`config.mk`:
```
export PLATFORM = sky130hd
export DESIGN_NAME = univ_shift_reg
export DESIGN_NICKNAME = d
export VERILOG_FILES = /design/src/rtl/univ_shift_reg.sv
export SDC_FILE = /design/constraint.sdc
export NUM_CORES = 1
export LEC_CHECK = 0
export CORE_MARGIN = 4
export CORE_UTILIZATION = 37
export CTS_BUF_LIST = sky130_fd_sc_hd__clkbuf_16
export CTS_CLUSTER_DIAMETER = 100
export DETAILED_ROUTE_END_ITERATION = 8
export PLACE_DENSITY = 0.73
export SLEW_MARGIN = 5
export SYNTH_ARGS = -nofsm -noshare
export SYNTH_HDL_FRONTEND = slang
export SYNTH_SLANG_ARGS = --single-unit
export TNS_END_PERCENT = 10
```
`constraint.sdc`:
```
create_clock -name clk -period 2.84 [get_ports clk]
set_input_delay 0.71 -clock clk [delete_from_list [all_inputs] [get_ports clk]]
set_output_delay 0.71 -clock clk [all_outputs]
set_load 0.02 [all_outputs]
```
`src/rtl/univ_shift_reg.sv`:
```
// Universal shift register: hold, bidirectional serial shift and parallel load.
// A shift counter pulses frame_done once for every WIDTH shifts.
module univ_shift_reg #(
  parameter int unsigned WIDTH = 8,
  localparam int unsigned CNT_W = $clog2(WIDTH + 1)
) (
  input  logic             clk,
  input  logic             rst,
  input  logic             en,
  input  logic [1:0]       mode,
  input  logic             sin_r,
  input  logic             sin_l,
  input  logic [WIDTH-1:0] pdata_in,
  output logic [WIDTH-1:0] q,
  output logic             sout_r,
  output logic             sout_l,
  output logic [CNT_W-1:0] shift_cnt,
  output logic             frame_done
);

  localparam logic [CNT_W-1:0] CntMax = CNT_W'(WIDTH - 1);

  logic [WIDTH-1:0] q_q, q_d;
  logic [CNT_W-1:0] cnt_q, cnt_d;
  logic             done_q, done_d;
  logic             shifting;

  always_comb begin
    q_d      = q_q;
    cnt_d    = cnt_q;
    done_d   = 1'b0;
    shifting = 1'b0;
    if (en) begin
      unique case (mode)
        2'b00: ;
        2'b01: begin
          q_d      = {sin_r, q_q[WIDTH-1:1]};
          shifting = 1'b1;
        end
        2'b10: begin
          q_d      = {q_q[WIDTH-2:0], sin_l};
          shifting = 1'b1;
        end
        2'b11: begin
          q_d   = pdata_in;
          cnt_d = '0;
        end
        default: ;
      endcase
    end
    // Either shift direction advances the frame; the count wraps instead of reaching WIDTH.
    if (shifting) begin
      if (cnt_q == CntMax) begin
        cnt_d  = '0;
        done_d = 1'b1;
      end else begin
        cnt_d = cnt_q + CNT_W'(1);
      end
    end
  end

  always_ff @(posedge clk) begin
    if (rst) begin
      q_q    <= '0;
      cnt_q  <= '0;
      done_q <= 1'b0;
    end else begin
      q_q    <= q_d;
      cnt_q  <= cnt_d;
      done_q <= done_d;
    end
  end

  assign q          = q_q;
  assign sout_r     = q_q[0];
  assign sout_l     = q_q[WIDTH-1];
  assign shift_cnt  = cnt_q;
  assign frame_done = done_q;

endmodule

```
==> qor.txt, run 1 <==
Status = complete, no violations
Initial antenna violation count = 0
Diodes inserted = 0
LEAKAGE = 0.383 nW
Critical Path Fanout Max = 5
Post-Route WL = 1670 µm
DRC Markers = 0
Pwr dens = 543 mW/mm²
I/O Buffers = 29
Max Slew Vio Count = 0
Die width = 51.4 µm
Die height = 51.4 µm
Die area = 0.00265 mm²
Initial Util = 39.6%
FMAX = 467 MHz
Buf/Inv on CP = 2
Max cap viols = 0
Final Setup Violations = 0
Worst-margin pin slew = 0.493 ns
Fin Setup TNS = 0 ns
Yosys top cell area share = 37.3%
Row cnt = 15
Clk_lat worst skew = 0.24 ns
Dominant synthesized flop cell = dfxtp_1
First-iteration detailed-routing DRC count = 22
Fill count = 170
Syn Inst Count = 79
Synth area leader = dfxtp_1
Sinks on Clock Net = 13
Combinational Power Share = 19.3%
Crit-path slowest cell = clkdlybuf4s50_1
Synthesized area per cell = 8.84 µm²
CTS Buf Count = 3
Min Tclk post-route = 2.14 ns
Routed len/inst = 12.7 µm
Final ANT Viol Nets = 0
Setup Buffers After CTS = 0
First-pass GRT wire length = 2750 µm
Count leader, synth = dfxtp_1
GRT Util Overall = 13.6%
H-tree depth = 1
Grt ovf = 0
Clk pin slew, worst setup/hold paths = 0.04 ns
Synth top area cells = dfxtp_1 37%, a22oi_1 8.6%, a311oi_1 7.5%
Netlist cell types = 26
Post-Synthesis Net Count = 98
Worst Skew = 0.00278 ns
Register area share after synthesis = 37.3%
P_sw = 0.000138 W
RSZ-0062 raised after global routing = no
Bufs on Longest Clock Path = 2
Tcrit/Tclk final = 75.4%
Hold-fix buffers at CTS = 0
Worst path max stage delay = 0.50 ns
Yosys reg bits = 13
Post-cts sizing count = 0
Internal power = 0.000436 W
Switching portion of total power = 24.1%
Slew HR = 67.0%
TritonCTS clock tree = done
Setup CP Type = input pin to register
Core area = 0.00176 mm²
CP Cell Sequence = clkdlybuf4s50_1 > inv_1 > ha_1 > nand2_2 > or4b_1 > a31oi_1
Area growth syn-to-layout = 51.3%
Share of layout cells above drive strength 1 = 9.43%
Drt pass-1 iters = 4
Synthesized area = 698 µm²
Maximum vdd drop = 0.000538 V
Largest net degree at the start of global routing = 17
Top cells by count, synth = 13 x dfxtp_1, 11 x nand2_1, 9 x nor2_1
Detailed placement HPWL = 1210 µm
CTS Root Cell = clkbuf_16
Hold Vio Cnt, Final = 0
FF+latch area = 260 µm²
WP data required = 3.00 ns
IO Pins = 30
Synth warn = 0
Post-layout util = 59.9%
Async set or reset register ratio after synthesis = 0%
Vias post-DR = 690
Arr. time, crit path = 2.30 ns
Via/cell ratio = 5.27
CP Capture Type = register
Startpoint Class = input pin
Layout Nets = 126
Clk network pwr share = 45.0%
Post-synth EDFFs = 0
Routability-driven placement congestion ratio = 0.801
Part of the power in registers = 35.7%
Hold Path Class = register to register
Number of global-route vias before repair = 642
CP delay by family, top = simple AND/OR/NAND/NOR gates
Multi-input gate area in the final layout = 380 µm²
## power by group through the flow
stage                     registers (W)   logic, W  clock network, W
after floorplan                0.000219  0.0000496                 0
after global placement         0.000208   0.000109                 0
after detailed placement       0.000208   0.000110                 0
after CTS                      0.000205   0.000111          0.000265
after global routing           0.000206   0.000120          0.000276
final                          0.000205   0.000111          0.000258
## cell type report
| cell class | instances | area share, % |
|---|---|---|
| Tap cell | 25 | 2.96 |
| Inverter | 2 | 0.711 |
| Multi-Input combinational cell | 57 | 36.0 |
| Clock inverter | 1 | 0.355 |
| Sequential cell | 13 | 24.6 |
| Timing Repair Buffer | 30 | 28.2 |
| Clock buffer | 3 | 7.11 |
## layout by cell type, fill, tap and decap left out, types with 2 or more instances in the layout
master and count:
clkdlybuf4s50_1 29, dfxtp_1 13, nand2_1 11, nor2_1 9, a22oi_1 8, a311oi_1 6
ha_1 4, inv_1 3, clkbuf_16 3, nor2b_1 2, a311oi_2 2, o21ai_0 2
a21oi_1 2
## per-stage QoR
| step | instance area [µm²] | power (W) | hold slack [ns] | cells | worst slack, ns |
|---|---|---|---|---|---|
| 2_1_floorplan | 698 | 0.000269 | 0.564 | 79 | 1.03 |
| 3_3_place_gp | 977 | 0.000317 | 0.502 | 127 | 0.475 |
| 3_5_place_dp | 977 | 0.000318 | 0.502 | 127 | 0.434 |
| 4_1_cts | 1060 | 0.000581 | 0.511 | 131 | 0.694 |
| 5_1_grt | 1060 | 0.000601 | 0.548 | 131 | 0.558 |
| 6_report | 1060 | 0.000574 | 0.506 | 131 | 0.699 |
## layer usage
metal,global-route usage (%),up-vias,wire [µm]
met4,5.24,0,23
met1,17.5,321,731
met5,0,-,0
li1,-,343,-
met3,3.50,2,104
met2,21.6,24,811
## state kept, by name, summed over array words and instances (netlist names)
| register | flops |
|---|---|
| shift_cnt | 4 |
| q | 8 |
| frame_done | 1 |
## tightest hold or removal path: stages (launching register included)
cell and delay (ns):
dfxtp_1 0.34, nand2_1 0.07, a21oi_1 0.05
## cells by family (layout without fill, tap and decap cells)
group | after synthesis | count (layout) | share of synthesized area (%)
simple gates | 31 | 31 | 21.9
flops | 13 | 13 | 37.3
compound gates | 22 | 22 | 25.4
buf+inv | 9 | 36 | 8.24
fa+ha+maj | 4 | 4 | 7.17
## worst paths after layout
check        slack, ns          from            to  cells past startpoint
min               0.51  shift_cnt[0]  shift_cnt[0]                      2
max               0.70       mode[1]  shift_cnt[3]                      6
min reg2reg       0.51  shift_cnt[0]  shift_cnt[0]                      2
max reg2reg       1.48  shift_cnt[0]  shift_cnt[0]                      4
Note: power is estimated with default switching activity, not from simulation.
==> inputs of run 2 (changes only) <==
Clock period 2.84 ns to 2.1 ns, I/O delays scaled along.
==> run 2 against run 1 <==
Effect of this change: core utilization increased by 4.3 points; register-to-register slack got worse by 0.77 ns; non-clock buffer count increased by 10; largest power group unchanged.
==> qor.txt, run 2 (synthesized netlist as in run 1, its figures left out) <==
Status = complete, no violations
CTS Root Cell = clkbuf_16
Hold-critical path depth = 2
TritonCTS clock tree = done
Worst R2R Path Depth = 4
First-iteration detailed-routing DRC count = 23
Hold Path Class = register to register
Bufs on Longest Clock Path = 2
Pwr Total = 0.000797 W
Largest net degree at the start of global routing = 14
Final ANT Viol Nets = 0
CP Capture Type = register
WL met2 = 954 µm
Hold Vio Cnt, Final = 0
Post-layout util = 64.1%
IO Pins = 30
CP Cell Sequence = clkdlybuf4s50_1 > inv_1 > ha_1 > buf_4 > o21ai_0 > buf_4 > nand2_1 > a31oi_1
Part of the power in registers = 34.8%
Setup CP Type = input pin to register
Crit-path slowest cell = clkdlybuf4s50_1
DRC Markers = 0
Hold-fix buffers at CTS = 0
Met1 wire length = 842 µm
RSZ-0062 raised after global routing = no
Hold slack = 0.523 ns
Initial antenna violation count = 0
LEAKAGE = 0.432 nW
Combinational Power Share = 21.1%
Post-cts sizing count = 0
Area growth syn-to-layout = 62.0%
CTS Buf Count = 3
Slew HR = 66.1%
Setup ws final = 0.161 ns
Number of global-route vias before repair = 698
Clk pin slew, worst setup/hold paths = 0.04 ns
Pwr dens = 704 mW/mm²
Reg2reg end = shift_cnt[0]
Routed met3 length = 61 µm
Initial Util = 39.6%
Arr. time, crit path = 2.09 ns
Routability-driven placement congestion ratio = 0.761
Row cnt = 15
FF-to-FF setup slack = 0.71 ns
Max FFs per register = 8
H-tree depth = 1
Via/cell ratio = 5.09
Most frequent cells in the layout = 29 x clkdlybuf4s50_1, 13 x dfxtp_1, 11 x nand2_1, 11 x buf_4, 9 x nor2_1
Die height = 51.4 µm
Share of layout cells above drive strength 1 = 17.2%
Drt pass-1 iters = 4
Worst path max stage delay = 0.47 ns
Layout Nets = 136
FMAX = 516 MHz
Highest Signal Layer = met3
Core area = 0.00176 mm²
Grt ovf = 0
Worst Skew = 0.00159 ns
Max cap viols = 0
Die area = 0.00265 mm²
Maximum vdd drop = 0.000404 V
First-pass GRT wire length = 3050 µm
Routed len/inst = 13.2 µm
Sinks on Clock Net = 13
I/O Buffers = 29
GRT Util Overall = 15.0%
Vias post-DR = 718
Max Slew Vio Count = 0
Internal power = 0.000603 W
WP data required = 2.26 ns
Launching point of the worst reg2reg path = shift_cnt[0]
P_sw = 0.000194 W
Final Setup Violations = 0
Diodes inserted = 0
Cell repeated most along the worst path = buf_4
Detailed placement HPWL = 1420 µm
Die width = 51.4 µm
Post-Route WL = 1860 µm
Most common cell after layout, fill and taps aside = clkdlybuf4s50_1
Critical Path Fanout Max = 4
Setup Buffers After CTS = 0
Clk_lat worst skew = 0.24 ns
Startpoint Class = input pin
Clk network pwr share = 44.1%
Min Tclk post-route = 1.94 ns
Switching portion of total power = 24.3%
Tcrit/Tclk final = 92.3%
Worst-margin pin slew = 0.506 ns
Worst Hold Launch = shift_cnt[0]
WHS Endpoint = shift_cnt[0]
Pre-CTS setup slack = -0.0397 ns
run 2: stage by stage:
| step | area [µm²] | setup TNS, ns | instances |
|---|---|---|---|
| 3_5_place_dp | 1050 | -0.0435 | 137 |
| 4_1_cts | 1130 | 0 | 141 |
| 2_1_floorplan | 698 | 0 | 79 |
| 3_3_place_gp | 1050 | -0.0103 | 137 |
| 5_1_grt | 1130 | 0 | 141 |
| 6_report | 1130 | 0 | 141 |
run 2: how the worst max path moves through the flow:
stage	start	end	slack, ns
2_1_floorplan	mode[0]	shift_cnt[3]	0.47
3_3_place_gp	mode[0]	shift_cnt[3]	-0.01
3_5_place_dp	mode[0]	shift_cnt[3]	-0.04
4_1_cts	mode[0]	shift_cnt[3]	0.16
5_1_grt	mode[0]	shift_cnt[2]	0.04
6_report	mode[0]	shift_cnt[3]	0.16
run 2: power by group through the flow:
| stage | combinational (W) | clock [W] | sequential [W] |
|---|---|---|---|
| final | 0.000168 | 0.000352 | 0.000277 |
| after CTS | 0.000169 | 0.000360 | 0.000277 |
| after floorplan | 0.0000671 | 0 | 0.000296 |
| after global routing | 0.000182 | 0.000369 | 0.000280 |
| after detailed placement | 0.000168 | 0 | 0.000282 |
| after global placement | 0.000164 | 0 | 0.000281 |
run 2: worst max-delay path, delay by kind of cell:
kind | cells | cell delay, ns
fa+ha+maj | 1 | 0.32
simple gates | 1 | 0.05
buf+inv | 4 | 0.85
compound gates | 2 | 0.35
run 2: routing by layer:
metal | vias up | track usage [%]
li1 | 366 | -
met1 | 334 | 18.6
met2 | 18 | 25.6
met3 | 0 | 2.04
met4 | 0 | 6.11
met5 | - | 0
run 2: area by class of cell:
class	count	area (µm²)
Inverter	2	7.51
Sequential cell	13	260
Fill cell	162	633
Timing Repair Buffer	40	373
Clock buffer	3	75.1
Multi-Input combinational cell	57	380
Tap cell	25	31.3
Clock inverter	1	3.75
==> inputs of run 3 (changes only) <==
Settings changed: CORE_ASPECT_RATIO set to 1.2, SKIP_LAST_GASP set to 1.
==> run 3 against run 2 <==
Effect of this change: total power decreased by 0.74%; cell area decreased by 2.8%; worst setup slack improved by 0.013 ns; sequential power about the same; critical path type unchanged.
==> qor.txt, run 3 (synthesized netlist as in run 1, its figures left out) <==
Status = complete, no violations
Pre-CTS setup slack = -0.0911 ns
Number of global-route vias before repair = 692
Part of the power in registers = 35.1%
Layout Nets = 133
H-tree depth = 1
Pwr Total = 0.000791 W
Reg2reg end = shift_cnt[0]
Final Setup Violations = 0
RSZ-0062 raised after global routing = no
Row cnt = 16
Slew HR = 65.5%
Post-layout util = 64.6%
Hold Vio Cnt, Final = 0
Pwr dens = 719 mW/mm²
TritonCTS clock tree = done
Setup ws final = 0.175 ns
Routed len/inst = 13.9 µm
Initial Util = 41.0%
Via/cell ratio = 5.63
Launching point of the worst reg2reg path = shift_cnt[0]
Clk_lat worst skew = 0.24 ns
First-pass GRT wire length = 3040 µm
Grt ovf = 0
Tcrit/Tclk final = 91.7%
Diodes inserted = 0
Min Tclk post-route = 1.93 ns
I/O Buffers = 29
WP data required = 2.26 ns
Post-Route WL = 1820 µm
Die area = 0.00265 mm²
P_sw = 0.000191 W
Switching portion of total power = 24.2%
Combinational Power Share = 20.8%
LEAKAGE = 0.417 nW
Maximum vdd drop = 0.000399 V
Drt pass-1 iters = 4
Arr. time, crit path = 2.09 ns
CTS Buf Count = 3
Critical Path Fanout Max = 3
Max FFs per register = 8
Crit path from = mode[0]
Post-cts sizing count = 0
GRT Util Overall = 15.5%
Most frequent cells in the layout = 29 x clkdlybuf4s50_1, 13 x dfxtp_1, 11 x nand2_1
Startpoint Class = input pin
Area growth syn-to-layout = 57.5%
Largest net degree at the start of global routing = 17
Vias post-DR = 737
Clk network pwr share = 44.1%
Clk pin slew, worst setup/hold paths = 0.05 ns
Die height = 55.6 µm
FMAX = 519 MHz
First-iteration detailed-routing DRC count = 21
Worst-margin pin slew = 0.516 ns
Crit path to = shift_cnt[3]
Final Non-Filler Cells = 131
Bufs on Longest Clock Path = 2
Worst R2R Path Depth = 4
Routability-driven placement congestion ratio = 0.864
FF-to-FF setup slack = 0.75 ns
IO Pins = 30
Final ANT Viol Nets = 0
CTS Root Cell = clkbuf_16
Share of layout cells above drive strength 1 = 15.0%
Initial antenna violation count = 0
Most common cell after layout, fill and taps aside = clkdlybuf4s50_1
Hold-fix buffers at CTS = 0
CP Capture Type = register
Max Slew Vio Count = 0
Dpl cells = 127
Sinks on Clock Net = 13
Detailed placement HPWL = 1360 µm
Hold Path Class = register to register
Max cap viols = 0
Worst Skew = 0.00603 ns
Core area = 0.00170 mm²
Setup Buffers After CTS = 0
Internal power = 0.000600 W
DRC Markers = 0
Setup CP Type = input pin to register
Die width = 47.7 µm
==> run 3: cell count changes in the layout (fill, tap and decap cells not counted), sizes merged <==
cell,delta
buf,-3
==> run 3: per-stage QoR <==
| stage | hold slack (ns) | instance area [µm²] | TNS, ns |
|---|---|---|---|
| floorplan | 0.564 | 698 | 0 |
| global placement | 0.503 | 1020 | -0.0126 |
| detailed placement | 0.498 | 1020 | -0.194 |
| CTS | 0.505 | 1100 | 0 |
| global route | 0.545 | 1100 | 0 |
| finish | 0.503 | 1100 | 0 |
==> run 3: critical path: stages <==
cell             delay [ns]
clkdlybuf4s50_1        0.49
inv_1                  0.07
ha_1                   0.31
nand2_2                0.06
or4b_1                 0.50
a31oi_1                0.13
==> run 3: worst min-delay path by stage <==
stage	end	slack, ns	start	cells after the start
final	shift_cnt[0]	0.50	shift_cnt[0]	2
after global routing	q[4]	0.55	q[5]	2
after CTS	shift_cnt[0]	0.50	shift_cnt[0]	2
after detailed placement	shift_cnt[0]	0.50	shift_cnt[0]	2
after global placement	shift_cnt[0]	0.50	shift_cnt[0]	2
after floorplan	shift_cnt[0]	0.56	shift_cnt[0]	2
==> run 3: area by class of cell <==
| class | count | area [µm²] |
|---|---|---|
| Timing Repair Buffer | 37 | 350 |
| Tap cell | 18 | 22.5 |
| Sequential cell | 13 | 260 |
| Clock buffer | 3 | 75.1 |
| Clock inverter | 1 | 3.75 |
| Fill cell | 149 | 602 |
| Multi-Input combinational cell | 57 | 380 |
| Inverter | 2 | 7.51 |
==> run 3: metal layers <==
layer / track usage [%] / routed length, µm / up-vias
li1: - / - / 357
met1: 19.3 / 700 / 346
met2: 24.1 / 952 / 32
met3: 5.18 / 147 / 2
met4: 5.77 / 16 / 0
met5: 0 / 0 / -
==> run 3: power by group through the flow <==
stage / clock, W / combinational, W / sequential [W]
detailed placement: 0 / 0.000164 / 0.000281
global route: 0.000365 / 0.000179 / 0.000280
global placement: 0 / 0.000161 / 0.000281
floorplan: 0 / 0.0000671 / 0.000296
finish: 0.000349 / 0.000165 / 0.000277
CTS: 0.000357 / 0.000165 / 0.000277
==> RTL edit 1: new RTL, flow settings as in run 2 <==
Reset style: asynchronous (`rst`), changed in one clocked block.
--- a/src/rtl/univ_shift_reg.sv
+++ b/src/rtl/univ_shift_reg.sv
@@ -59,7 +59,7 @@
     end
   end
 
-  always_ff @(posedge clk) begin
+  always_ff @(posedge clk or posedge rst) begin
     if (rst) begin
       q_q    <= '0;
       cnt_q  <= '0;
Function: differs if rst is asserted again (counterexample within 4 cycles, from zero or initial values and one cycle with rst high); with rst held inactive, the same outputs for 10 cycles.
==> RTL edit 1 against run 2 <==
Final area fell by 2.2%; worst setup slack improved by 0.12 ns; routed wire length fell by 8.2%; die area rose by 6.5%; worst hold slack improved by 0.012 ns; area after synthesis rose by 7.7%; sequential cell count did not move.
Power is not compared: it rests on default switching activity, and its combinational part moved more than twofold at a synthesized area within 25%.
==> RTL edit 1: results <==
[route]
wl_met2_um = 827
highest_layer = "met4"
routed-via-count = 665
drt_iter0_drc = 15
wl_mm = 1.71
met3WireLength_um = 115
met1_length_um = 720

[worst_setup_path]
timing.critical_path.from = "shift_cnt[3]$_DFFE_PP0P_"
arrival_ns = 1.29
critPathMaxStageDelay_ns = 0.63
cp_max_fo = 6
rr_startpoint = "shift_cnt[0]$_DFFE_PP0P_"

[logic_synthesis]
async_flop_share = 1.00
postSynthAreaPerCell_um2 = 9.89
syn_nets = 95
ys_top_cells_by_area = "dfrtp_1 43%, a22o_1 10%, ha_1 6.7%"
synth_most_common_cell = "dfrtp_1"
synth_commonest_cells = "13 x dfrtp_1, 12 x nand2_1, 9 x a22o_1"
yosysSeqAreaShare = 0.433
ys_types = 21

[run_status]
status = "finished, final reports clean"

[grt]
use_met2 = 0.227
grt_use_total = 0.142
grt_first_pass_wirelength_mm = 2.77
grt_pass1_vias = 614
grtUsageMet3 = 0.0310

[timing]
skew_ns = 0.00322

[finish]
fin_cells = 131
fin_nets = 124

[worst_hold_path]
hp-start = "q[7]$_DFFE_PP0P_"

[placed_design]
dpl_cell_area_mm2 = 0.00103
place_ws_ns = 0.120
## RTL edit 1: changes by cell type after synthesis, moves of 3 or more
cell      before  now
a21oi_1        2    8
dfxtp_1       13    0
a311oi_1       6    0
o21ai_1        0    6
dfrtp_1        0   13
nor2_1         9    1
o21ai_2        0    3
a22oi_1        8    0
a22o_1         0    9
## RTL edit 1: power groups by stage
stage	sequential (W)	combinational, W	clock [W]
global route	0.000408	0.000463	0.000375
global placement	0.000393	0.000423	0
floorplan	0.000463	0.000167	0
finish	0.000393	0.000425	0.000355
CTS	0.000393	0.000431	0.000362
detailed placement	0.000397	0.000428	0
## RTL edit 1: final cells by class
class                           count  area [µm²]
Tap cell                           27        33.8
Sequential cell                    13         325
Inverter                            4        15.0
Clock inverter                      1        3.75
Clock buffer                        3        75.1
Fill cell                         174         836
Timing Repair Buffer               29         290
Multi-Input combinational cell     54         363
## RTL edit 1: logic make-up (layout without fill, tap and decap cells)
| family | count (synthesis) | in the layout | synth area share |
|---|---|---|---|
| compound gates | 30 | 30 | 0.273 |
| simple gates | 20 | 20 | 0.143 |
| flops | 13 | 13 | 0.433 |
| buf+inv | 9 | 37 | 0.0848 |
| fa+ha+maj | 4 | 4 | 0.0666 |
## RTL edit 1: worst paths after layout
path | endpoint | slack (ns) | cells past startpoint
max in group asynchronous | q[7]$_DFFE_PP0P_ | 1.16 | 2
hold reg to reg | q[7]$_DFFE_PP0P_ | 0.53 | 2
hold / removal | q[7]$_DFFE_PP0P_ | 0.53 | 2
setup / recovery | shift_cnt[3] | 0.28 | 1
min in group asynchronous | q[5]$_DFFE_PP0P_ | 0.61 | 2
setup reg to reg | shift_cnt[2]$_DFFE_PP0P_ | 0.95 | 4
==> RTL edit 2: new RTL, flow settings as in run 2 <==
Without the edit above. Change the parameter `WIDTH` from 8 to 16.
--- a/src/rtl/univ_shift_reg.sv
+++ b/src/rtl/univ_shift_reg.sv
@@ -1,7 +1,7 @@
 // Universal shift register: hold, bidirectional serial shift and parallel load.
 // A shift counter pulses frame_done once for every WIDTH shifts.
 module univ_shift_reg #(
-  parameter int unsigned WIDTH = 8,
+  parameter int unsigned WIDTH = 16,
   localparam int unsigned CNT_W = $clog2(WIDTH + 1)
 ) (
   input  logic             clk,
Interface: changed (resized pdata_in, q and shift_cnt); port bits go from 30 to 47. No check against the original RTL was run, so the function may have changed too.
==> RTL edit 2 against run 2 <==
Worst setup slack better by 0.11 ns; final cell count is 44% higher; sequential cell count is 9 higher; total power is 40% higher; final area is 48% higher; clock power is 10% higher; routed wire length is 58% higher; area after synthesis is 61% higher; worst hold slack worse by 0.016 ns; clock skew hardly changed; critical path depth is 3 lower; register-to-register slack better by 0.17 ns; critical endpoint is now q[8]$_SDFFE_PP0P_.
==> RTL edit 2: results <==
[run_status]
status = "finished, final reports clean"

[timing]
hold_slack_ns = 0.508
worstMarginPinSlew_ns = 0.341
max_freq_ghz = 0.547

[logic_synthesis]
syn_inst = 129
synth_top_area_frac = 0.391
syn_nets = 156
synth_commonest_cells = "22 x dfxtp_1, 20 x nand2_1, 17 x a22oi_1, 17 x nor2_1, 16 x a311oi_1"

[placed_design]
dpl_cell_area_mm2 = 0.00160
place_ws_ns = 0.0217
gp_congestion = 0.881
dpl.hpwl_mm = 2.21
port_buffers = 46

[worst_setup_path]
arrival_ns = 1.98
timing.critical_path.from = "mode[1]"
ff2ff_path_depth = 3
endpoint = "q[8]$_SDFFE_PP0P_"
cp_max_fo = 9

[finish]
fin_nets = 201
fillers = 249

[route]
met3WireLength_um = 195
routed-via-count = 1145
drt_iter0_drc = 61
wl_per_cell_um = 14.4

[power]
swShare = 0.259
peakVddDrop_uv = 388
comb_cell_power_w = 0.000261
cellLeakagePower_nw = 0.589

[grt]
grtUsageMet3 = 0.0373
grt_use_total = 0.150
use_met2 = 0.245
grt_max_degree = 33
grt_first_pass_wirelength_mm = 5.01
grtUsageMet1 = 0.184
## RTL edit 2: changes by cell type after synthesis, sizes merged, moves of 2 or more
cell / run 2 / this run
a22oi: 8 / 17
a311oi: 8 / 16
buf: 6 / 13
dfxtp: 13 / 22
nand2: 12 / 20
nor2: 10 / 18
nor2b: 2 / 0
## RTL edit 2: worst max-delay path, delay by kind of cell
family                     cells  cell delay [ns]
adders and majority gates      1             0.33
buffers and inverters          2             0.73
AOI/OAI and AO/OA              2             0.39
## RTL edit 2: cell type report
cell class,count,area share
clock buffer,3,0.0449
inverter,3,0.00674
multi-input combinational,91,0.347
sequential,22,0.263
tap,31,0.0232
timing repair buffer,53,0.314
## RTL edit 2: cell families after synthesis
group / after synthesis / synth area share
AO/OA/AOI/OAI: 40 / 0.277
adder cells (fa/ha/maj): 4 / 0.0444
buffers and inverters: 16 / 0.0933
flip-flops: 22 / 0.391
AND/OR/NAND/NOR: 47 / 0.194
